===== src/rtl/fdiv_sched.sv =====
// Multi-channel programmable frequency divider: per-channel tick strobe and 50% square wave,
// with one queued ratio/enable update per channel that is applied only at a period boundary.
module fdiv_sched #(
    parameter int NCH = 4,
    parameter int DW  = 8,
    parameter int CW  = 2
) (
    input  logic           clk,
    input  logic           rst,
    input  logic           cfg_valid,
    output logic           cfg_ready,
    input  logic [CW-1:0]  cfg_ch,
    input  logic [DW-1:0]  cfg_div,
    input  logic           cfg_en,
    output logic [NCH-1:0] tick,
    output logic [NCH-1:0] fout,
    output logic [NCH-1:0] busy
);

    typedef enum logic {OFF = 1'b0, RUN = 1'b1} state_t;

    logic [NCH-1:0] pending;

    // Channel indices beyond NCH have no queue, so they are always ready and simply dropped.
    always_comb begin
        cfg_ready = 1'b1;
        for (int i = 0; i < NCH; i++) begin
            if (cfg_ch == CW'(i)) begin
                cfg_ready = ~pending[i];
            end
        end
    end

    genvar gi;
    generate
        for (gi = 0; gi < NCH; gi++) begin : g_ch
            state_t        state_reg, state_next;
            logic [DW-1:0] cnt_reg, cnt_next;
            logic [DW-1:0] act_reg, act_next;
            logic [DW-1:0] shd_reg, shd_next;
            logic          shd_en_reg, shd_en_next;
            logic          pend_reg, pend_next;
            logic          tick_reg, tick_next;
            logic          fout_reg, fout_next;
            logic          accept;
            logic          terminal;

            assign accept   = cfg_valid & cfg_ready & (cfg_ch == CW'(gi));
            assign terminal = (cnt_reg == act_reg - DW'(1));

            always_comb begin
                state_next  = state_reg;
                cnt_next    = cnt_reg;
                act_next    = act_reg;
                shd_next    = shd_reg;
                shd_en_next = shd_en_reg;
                pend_next   = pend_reg;
                tick_next   = tick_reg;
                fout_next   = fout_reg;

                // An accept only happens while pend_reg is clear, so it never collides
                // with the apply paths below.
                if (accept) begin
                    shd_next    = cfg_div;
                    shd_en_next = cfg_en & (cfg_div != '0);
                    pend_next   = 1'b1;
                end

                case (state_reg)
                    OFF: begin
                        tick_next = 1'b0;
                        fout_next = 1'b0;
                        cnt_next  = '0;
                        if (pend_reg) begin
                            act_next  = shd_reg;
                            pend_next = 1'b0;
                            if (shd_en_reg) begin
                                state_next = RUN;
                            end
                        end
                    end
                    RUN: begin
                        if (terminal) begin
                            cnt_next  = '0;
                            tick_next = 1'b1;
                            fout_next = ~fout_reg;
                            if (pend_reg) begin
                                act_next  = shd_reg;
                                pend_next = 1'b0;
                                if (!shd_en_reg) begin
                                    state_next = OFF;
                                    fout_next  = 1'b0;
                                end
                            end
                        end else begin
                            cnt_next  = cnt_reg + DW'(1);
                            tick_next = 1'b0;
                        end
                    end
                    default: begin
                        state_next = OFF;
                    end
                endcase
            end

            always_ff @(posedge clk or posedge rst) begin
                if (rst) begin
                    state_reg  <= OFF;
                    cnt_reg    <= '0;
                    act_reg    <= '0;
                    shd_reg    <= '0;
                    shd_en_reg <= 1'b0;
                    pend_reg   <= 1'b0;
                    tick_reg   <= 1'b0;
                    fout_reg   <= 1'b0;
                end else begin
                    state_reg  <= state_next;
                    cnt_reg    <= cnt_next;
                    act_reg    <= act_next;
                    shd_reg    <= shd_next;
                    shd_en_reg <= shd_en_next;
                    pend_reg   <= pend_next;
                    tick_reg   <= tick_next;
                    fout_reg   <= fout_next;
                end
            end

            assign pending[gi] = pend_reg;
            assign tick[gi]    = tick_reg;
            assign fout[gi]    = fout_reg;
            assign busy[gi]    = (state_reg == RUN);
        end
    endgenerate

endmodule


===== config.mk =====
export PLATFORM = sky130hd
export DESIGN_NAME = fdiv_sched
export DESIGN_NICKNAME = d
export VERILOG_FILES = /design/src/rtl/fdiv_sched.sv
export SDC_FILE = /design/constraint.sdc
export NUM_CORES = 1
export LEC_CHECK = 0
export ABC_CLOCK_PERIOD_IN_PS = 8900
export CORE_AREA = 4 4 120 122
export CTS_BUF_LIST = sky130_fd_sc_hd__clkbuf_16
export DETAILED_ROUTE_END_ITERATION = 8
export DIE_AREA = 0 0 124 126
export MAX_ROUTING_LAYER = met4
export SYNTH_ARGS = -nofsm -noshare
export SYNTH_HDL_FRONTEND = slang
export SYNTH_SLANG_ARGS = --single-unit
export TNS_END_PERCENT = 50

===== constraint.sdc =====
create_clock -name clk -period 8.9 [get_ports clk]
set_input_delay 1.78 -clock clk [delete_from_list [all_inputs] [get_ports clk]]
set_output_delay 1.78 -clock clk [all_outputs]
set_load 0.05 [all_outputs]

==> results of run 1 <==
-- critical path, stage by stage --
cell and delay [ns]:
clkdlybuf4s50_1 0.57, nor2b_1 0.20, o21ai_0 0.10, o21ai_0 0.08
clkdlybuf4s50_1 0.82
-- routing by layer --
layer  GRT usage  share of wire  up-vias
li1            -              -     1959
met1       0.225           0.49     1993
met2       0.244           0.47       50
met3      0.0377          0.026       16
met4      0.0638          0.017        0
met5           -              0        -
-- through the flow --
stage / util / instance area, sq um / hold slack [ns]
detailed placement: 0.476 / 6280 / 0.491
CTS: 0.517 / 6810 / 0.502
finish: 0.517 / 6810 / 0.494
global route: 0.517 / 6810 / 0.516
floorplan: - / 5920 / 0.460
global placement: 0.476 / 6280 / 0.486
-- cells by family (layout without fill, tap and decap cells) --
family                   Yosys count  in the layout
AND/OR/NAND/NOR                  157            157
flip-flops                       116            116
AO/OA/AOI/OAI                     88             88
XOR/XNOR                          60             60
multiplexers                      60             60
buffers and inverters             49             80
adder cells (fa/ha/maj)            8              8
-- layout make-up --
| class | instances | area share |
|---|---|---|
| multi-input cells | 373 | 0.410 |
| inverters | 20 | 0.0114 |
| well taps | 176 | 0.0323 |
| repair buffers | 29 | 0.0415 |
| flip-flops and latches | 116 | 0.426 |
| clock inverters | 14 | 0.0162 |
| clock buffers | 17 | 0.0624 |
-- placed cells by master (no fill, tap or decap), types with 3 or more instances in the layout --
cell / Yosys / layout
nor2_1: 40 / 40
nand3_1: 22 / 22
or4_1: 8 / 8
nor3_1: 9 / 9
xnor2_1: 37 / 37
a22oi_1: 4 / 4
mux2_2: 52 / 52
and3_1: 12 / 12
clkbuf_16: 0 / 17
o31ai_1: 6 / 6
a31oi_1: 3 / 3
o21bai_1: 3 / 3
inv_1: 20 / 27
dfrtp_1: 116 / 116
nor3b_1: 3 / 3
a21boi_0: 3 / 3
mux2i_1: 5 / 5
a21oi_1: 5 / 5
nor4_1: 3 / 3
nand2_1: 31 / 31
ha_1: 8 / 8
nor2b_1: 6 / 6
clkdlybuf4s50_1: 0 / 26
mux2_1: 3 / 3
buf_4: 12 / 3
o21ai_1: 3 / 3
or3_1: 4 / 4
xor2_1: 23 / 23
o211ai_1: 18 / 18
nor4b_1: 5 / 4
o21ai_0: 18 / 18
-- where the power goes --
part / total, mW / internal [mW] / switching [mW]
registers: 0.971 / 0.740 / 0.231
clock network: 0.614 / 0.398 / 0.217
logic: 0.822 / 0.407 / 0.416
-- worst max path at each step --
stage                                    end  startpoint  slack, ns
after global placement             cfg_ready   cfg_ch[0]       3.61
final                              cfg_ready   cfg_ch[0]       3.56
after detailed placement           cfg_ready   cfg_ch[0]       3.55
after global routing               cfg_ready   cfg_ch[0]       3.47
after floorplan           g_ch[0].act_reg[0]         rst       4.05
after CTS                          cfg_ready   cfg_ch[0]       3.55
==> results.md, run 1 <==
- DRT Pass-1 Iters: 4
- Share of post-route cells with drive strength above 1: 0.158
- Worst Path Max Fanout: 6
- H-tree depth: 4
- CP Launch Type: input pin
- Synth top area cells: dfrtp_1, mux2_2, xnor2_1
- Count of cell types in the netlist: 64
- Synth Area in Adders: 0.0169
- Compound-gate portion of the synthesized area: 0.112
- Post-synthesis cell area: 5920 sq um
- Starting density of the core: 0.449
- Die outline width: 124 um
- Capturing point of the worst reg2reg path: g_ch[1].act_reg[5]
- Power Density: 353 nW/um^2
- Post-DR wirelength/cell: 15.4 um
- Endpoints failing setup: 0
- Hold path endpoint: g_ch[1].act_reg[4]
- Highest clock rate: 187 MHz
- Required time of the critical path: 7.12 ns
- Synthesized netlist cell count: 538
- Footprint of the multi-input gates: 2790 sq um
- All-Layer GR Usage: 0.166
- Data arrival, critical path: 3.56 ns
- Design Power: 2.41 mW
- CTS max path bufs: 2
- Critical setup path kind: input pin to output port
- Reg2Reg Setup Slack: 5.69 ns
- Final wirelength: 11,500 um
- Yosys warnings: 0
- Post-synthesis mux area share: 0.113
- Final Skew: 0.00921 ns
- Setup TNS: 0 ns
- Run status: complete, no violations
- Area leader, netlist: dfrtp_1
- Grt total ovfl: 0
- Placer Congestion: 0.824
- # hold bufs at CTS: 0
- Layout Cells excl Fill: 745
- CTS Root Cell: clkbuf_16
- Max-cap violations: 0
- Sequential-to-total area share from yosys stat: 0.490
- Io pins: 27
- PortBufs: 26
- Leading register cell type out of synthesis: dfrtp_1
- Worst-path clk slew: 0.05 ns
- Final nets: 579
- Synth cell count leaders: dfrtp_1, mux2_2, nor2_1
- Core Box Area: 13,200 sq um
- Fill cells: 1,153
- Via-to-Cell Ratio: 5.39
- Worst min path class: flop to flop
- Vias in the first global route: 3,954
- Maximum VDD drop: 165 uV
- XOR/XNOR share of the synthesized area: 0.0888
- Largest family of logic cells by synthesized area: simple AND/OR/NAND/NOR gates
- Final ANT Viol Nets: 0
- Crit end category: output port
- Area Growth Syn to Fin: 15.1%
- Final count of pins violating max slew: 0
- Ant diodes: 0
- RSZ-0062 raised after global routing: no
- Final hold vios: 0
- Setup slack at placement: 3.55 ns
- R2R cell count: 8
- Most numerous cell in the Yosys netlist: dfrtp_1
- CTS resizes: 0
- Hold Crit Start: g_ch[1].shd_reg[4]
- Row cnt: 42
- Ys async rst share: 1.00
- Post-CTS setup buffer count: 0
- Chip height: 126 um
- 1st-iter DRT viols: 228
- Synth Area in Simple Gates: 0.139
- First-pass GRT wire length: 19,900 um
- Fin crit share: 0.600
- Share of the synthesized area in the top cell type: 0.490
- Total vias in the final route: 4,018
- CTS Buf Count: 17
- Setup WS post-layout: 3.56 ns
- Clk sinks: 116
- Initial antenna violation count: 0
- Reg area: 2900 sq um
- Avg Cell Area, Syn: 11.0 sq um
- Yosys reg bits: 116
- Die ar.: 15,600 sq um
- LEAKAGE: 2.91 nW
- TritonCTS clock tree: yes
- Slew @ Worst Pin: 1.00 ns
- Fin crit period: 5.34 ns
- Number of synthesized flops with an enable pin: 0
- Slew HR: 0.329
- HPWL Detailed: 8130 um
- Post-Place Cells: 714
- Hold Path Stages: 1
- DR DRC count: 0
- Syn Nets: 560
- Largest net degree at the start of global routing: 68
- Clk_lat worst skew: 0.41 ns
- R2R Path Start: g_ch[1].act_reg[0]
Note: power is estimated with default switching activity, not from simulation.
==> run 2, diff against run 1 <==
--- a/config.mk
+++ b/config.mk
@@ -5,7 +5,7 @@
 export SDC_FILE = /design/constraint.sdc
 export NUM_CORES = 1
 export LEC_CHECK = 0
-export ABC_CLOCK_PERIOD_IN_PS = 8900
+export ABC_CLOCK_PERIOD_IN_PS = 4550
 export CORE_AREA = 4 4 120 122
 export CTS_BUF_LIST = sky130_fd_sc_hd__clkbuf_16
 export DETAILED_ROUTE_END_ITERATION = 8
==> constraint.sdc (replaced) <==
create_clock -name clk -period 4.55 [get_ports clk]
set_input_delay 0.91 -clock clk [delete_from_list [all_inputs] [get_ports clk]]
set_output_delay 0.91 -clock clk [all_outputs]
set_load 0.05 [all_outputs]
==> run 2 against run 1 <==
Flip-flop and latch count stayed put. Wire length is 3.2% higher. Final cell count stayed put. Core utilization is 0.17 points higher. Sequential power is 96% higher. Clock power is 100% higher. Hold slack worse by 0.0032 ns. Cell area is 0.33% higher. Clock-buffer cell count stayed put.
==> results.md, run 2 (synthesized netlist as in run 1, its figures left out) <==
- Run status: complete, no violations
- Power Density: 695 nW/um^2 (+97%)
- Slew @ Worst Pin: 1.06 ns (+0.0587 ns)
- Critical setup path kind: input pin to output port
- Layout Cells excl Fill: 745 (unchanged)
- Combinational share of power: 0.340 (-0.002)
- Vias in the first global route: 4,058 (+2.6%)
- Clk_lat worst skew: 0.41 ns (about the same)
- First-pass GRT wire length: 20,400 um (+2.8%)
- NetSw: 1.72 mW (+99%)
- Final Skew: 0.00877 ns (-0.000440 ns)
- PortBufs: 26 (unchanged)
- M3 GR Usage: 0.0377 (unchanged)
- Commonest non-fill, non-tap cells in the layout: dfrtp_1, mux2_2, nor2_1
- Clk sinks: 116 (unchanged)
- HPWL Detailed: 8290 um (+1.9%)
- DRT Pass-1 Iters: 4 (unchanged)
- Fin crit share: 0.802
- Post-Place Cells: 714 (unchanged)
- Met2 Track Usage GR: 0.251 (+0.00636)
- H-tree depth: 4 (unchanged)
- Row cnt: 42 (unchanged)
- Slew HR: 0.290 (-0.0393)
- Io pins: 27 (unchanged)
- Post-DR wirelength/cell: 15.9 um (+3.2%)
- GR peak layer: met2
- Required time of the critical path: 3.64 ns (-3.48 ns)
- Initial antenna violation count: 1 (+1)
- Fin crit period: 3.65 ns
- Crit end category: output port
- RSZ-0062 raised after global routing: no
- CTS resizes: 0 (unchanged)
- Total vias in the final route: 4,098 (+2.0%)
- 1st-iter DRT viols: 239 (+4.8%)
- Max-cap violations: 0 (unchanged)
- Final count of pins violating max slew: 0 (unchanged)
- Starting density of the core: 0.449 (unchanged)
- Data arrival, critical path: 2.74 ns (-0.82 ns)
- Worst min path class: flop to flop
- TritonCTS clock tree: yes
- Final ANT Viol Nets: 0 (unchanged)
- Endpoints failing setup: 0 (unchanged)
- Die outline width: 124 um (unchanged)
- Setup TNS: 0 ns (unchanged)
- Grt total ovfl: 0 (unchanged)
- Core Box Area: 13,200 sq um (unchanged)
- Internal power: 3.03 mW (+96%)
- Placer Congestion: 0.850 (+3.2%)
- Net Sw Frac: 0.363 (+0.00375)
- Area Growth Syn to Fin: 15.4%
- CTS max path bufs: 2 (unchanged)
- Die ar.: 15,600 sq um (unchanged)
- Via-to-Cell Ratio: 5.50 (+2.0%)
- Leading cell type in the layout, fill and taps excluded: dfrtp_1
- # hold bufs at CTS: 0 (unchanged)
- Highest clock rate: 274 MHz
- LEAKAGE: 2.89 nW (-0.81%)
- Ant diodes: 0 (unchanged)
- Routing usage on met1: 0.231 (+0.00565)
- Reg area: 2900 sq um (unchanged)
- Share of post-route cells with drive strength above 1: 0.165 (+0.00703)
- Chip height: 126 um (unchanged)
- Worst Path Max Fanout: 6 (unchanged)
- Final wirelength: 11,800 um (+3.2%)
- Clock power frac: 0.259 (+0.004)
- Footprint of the multi-input gates: 2790 sq um (unchanged)
- Final nets: 579 (unchanged)
- Post-CTS setup buffer count: 0 (unchanged)
- Fill cells: 1,172 (+1.6%)
- All-Layer GR Usage: 0.170 (+0.00401)
- Worst-path clk slew: 0.05 ns (about the same)
- Seq pwr share: 0.401 (-0.002)
- DR DRC count: 0 (unchanged)
- CTS Root Cell: clkbuf_16
- CTS Buf Count: 17 (unchanged)
- Maximum VDD drop: 311 uV (+88%)
- CP Launch Type: input pin
- Largest net degree at the start of global routing: 63 (-7.4%)
- Final hold vios: 0 (unchanged)
- Design Power: 4.75 mW (+97%)
==> run 2: changes by cell type in the layout (fill, tap and decap cells not counted), sizes merged <==
cell      change
clkinv        +6
clkinvlp      +2
inv           -8
==> run 2: critical path, cell delays in order <==
cell,delay (ns)
clkdlybuf4s50_1,0.56
nor2b_1,0.19
o21ai_0,0.10
o21ai_0,0.11
clkdlybuf4s50_1,0.86
==> run 2: power groups by stage <==
stage | Sequential, mW | Combinational, mW | Clock [mW]
after floorplan | 1.73 | 1.44 | 0
after global placement | 1.90 | 1.57 | 0
after detailed placement | 1.92 | 1.62 | 0
after CTS | 1.91 | 1.63 | 1.26
after global routing | 1.98 | 1.82 | 1.31
final | 1.90 | 1.61 | 1.23
==> run 2: path summary, 6_finish.rpt <==
check	startpoint	end	slack [ns]	depth (start not counted)
worst max-delay path	cfg_ch[0]	cfg_ready	0.90	5
worst min-delay path	g_ch[1].shd_reg[7]	g_ch[1].act_reg[7]	0.49	1
worst max register to register	g_ch[1].act_reg[0]	g_ch[1].act_reg[5]	1.42	8
worst min register to register	g_ch[1].shd_reg[7]	g_ch[1].act_reg[7]	0.49	1
max in group asynchronous	rst	g_ch[2].act_reg[2]	2.79	3
min in group asynchronous	rst	g_ch[0].cnt_reg[5]	1.00	2
==> run 2: final cells by class <==
cell class	count	area share
Clock inverter	14	0.0176
Multi-Input combinational cell	373	0.409
Timing Repair Buffer	29	0.0432
Sequential cell	116	0.425
Tap cell	176	0.0322
Inverter	20	0.0113
Clock buffer	17	0.0622
==> run 2: through the flow <==
step	util	cell area (sq um)	hold WS [ns]	setup WS, ns
final	0.518	6840	0.491	0.902
after floorplan	-	5920	0.460	0.568
after global routing	0.518	6840	0.513	0.812
after CTS	0.518	6840	0.495	0.896
after detailed placement	0.477	6290	0.480	0.901
after global placement	0.477	6290	0.472	0.997
==> run 2: metal layers <==
metal / wire (um) / up-vias
met3: 367 / 16
met4: 201 / 0
met1: 5620 / 2065
met2: 5640 / 61
met5: 0 / -
li1: - / 1956
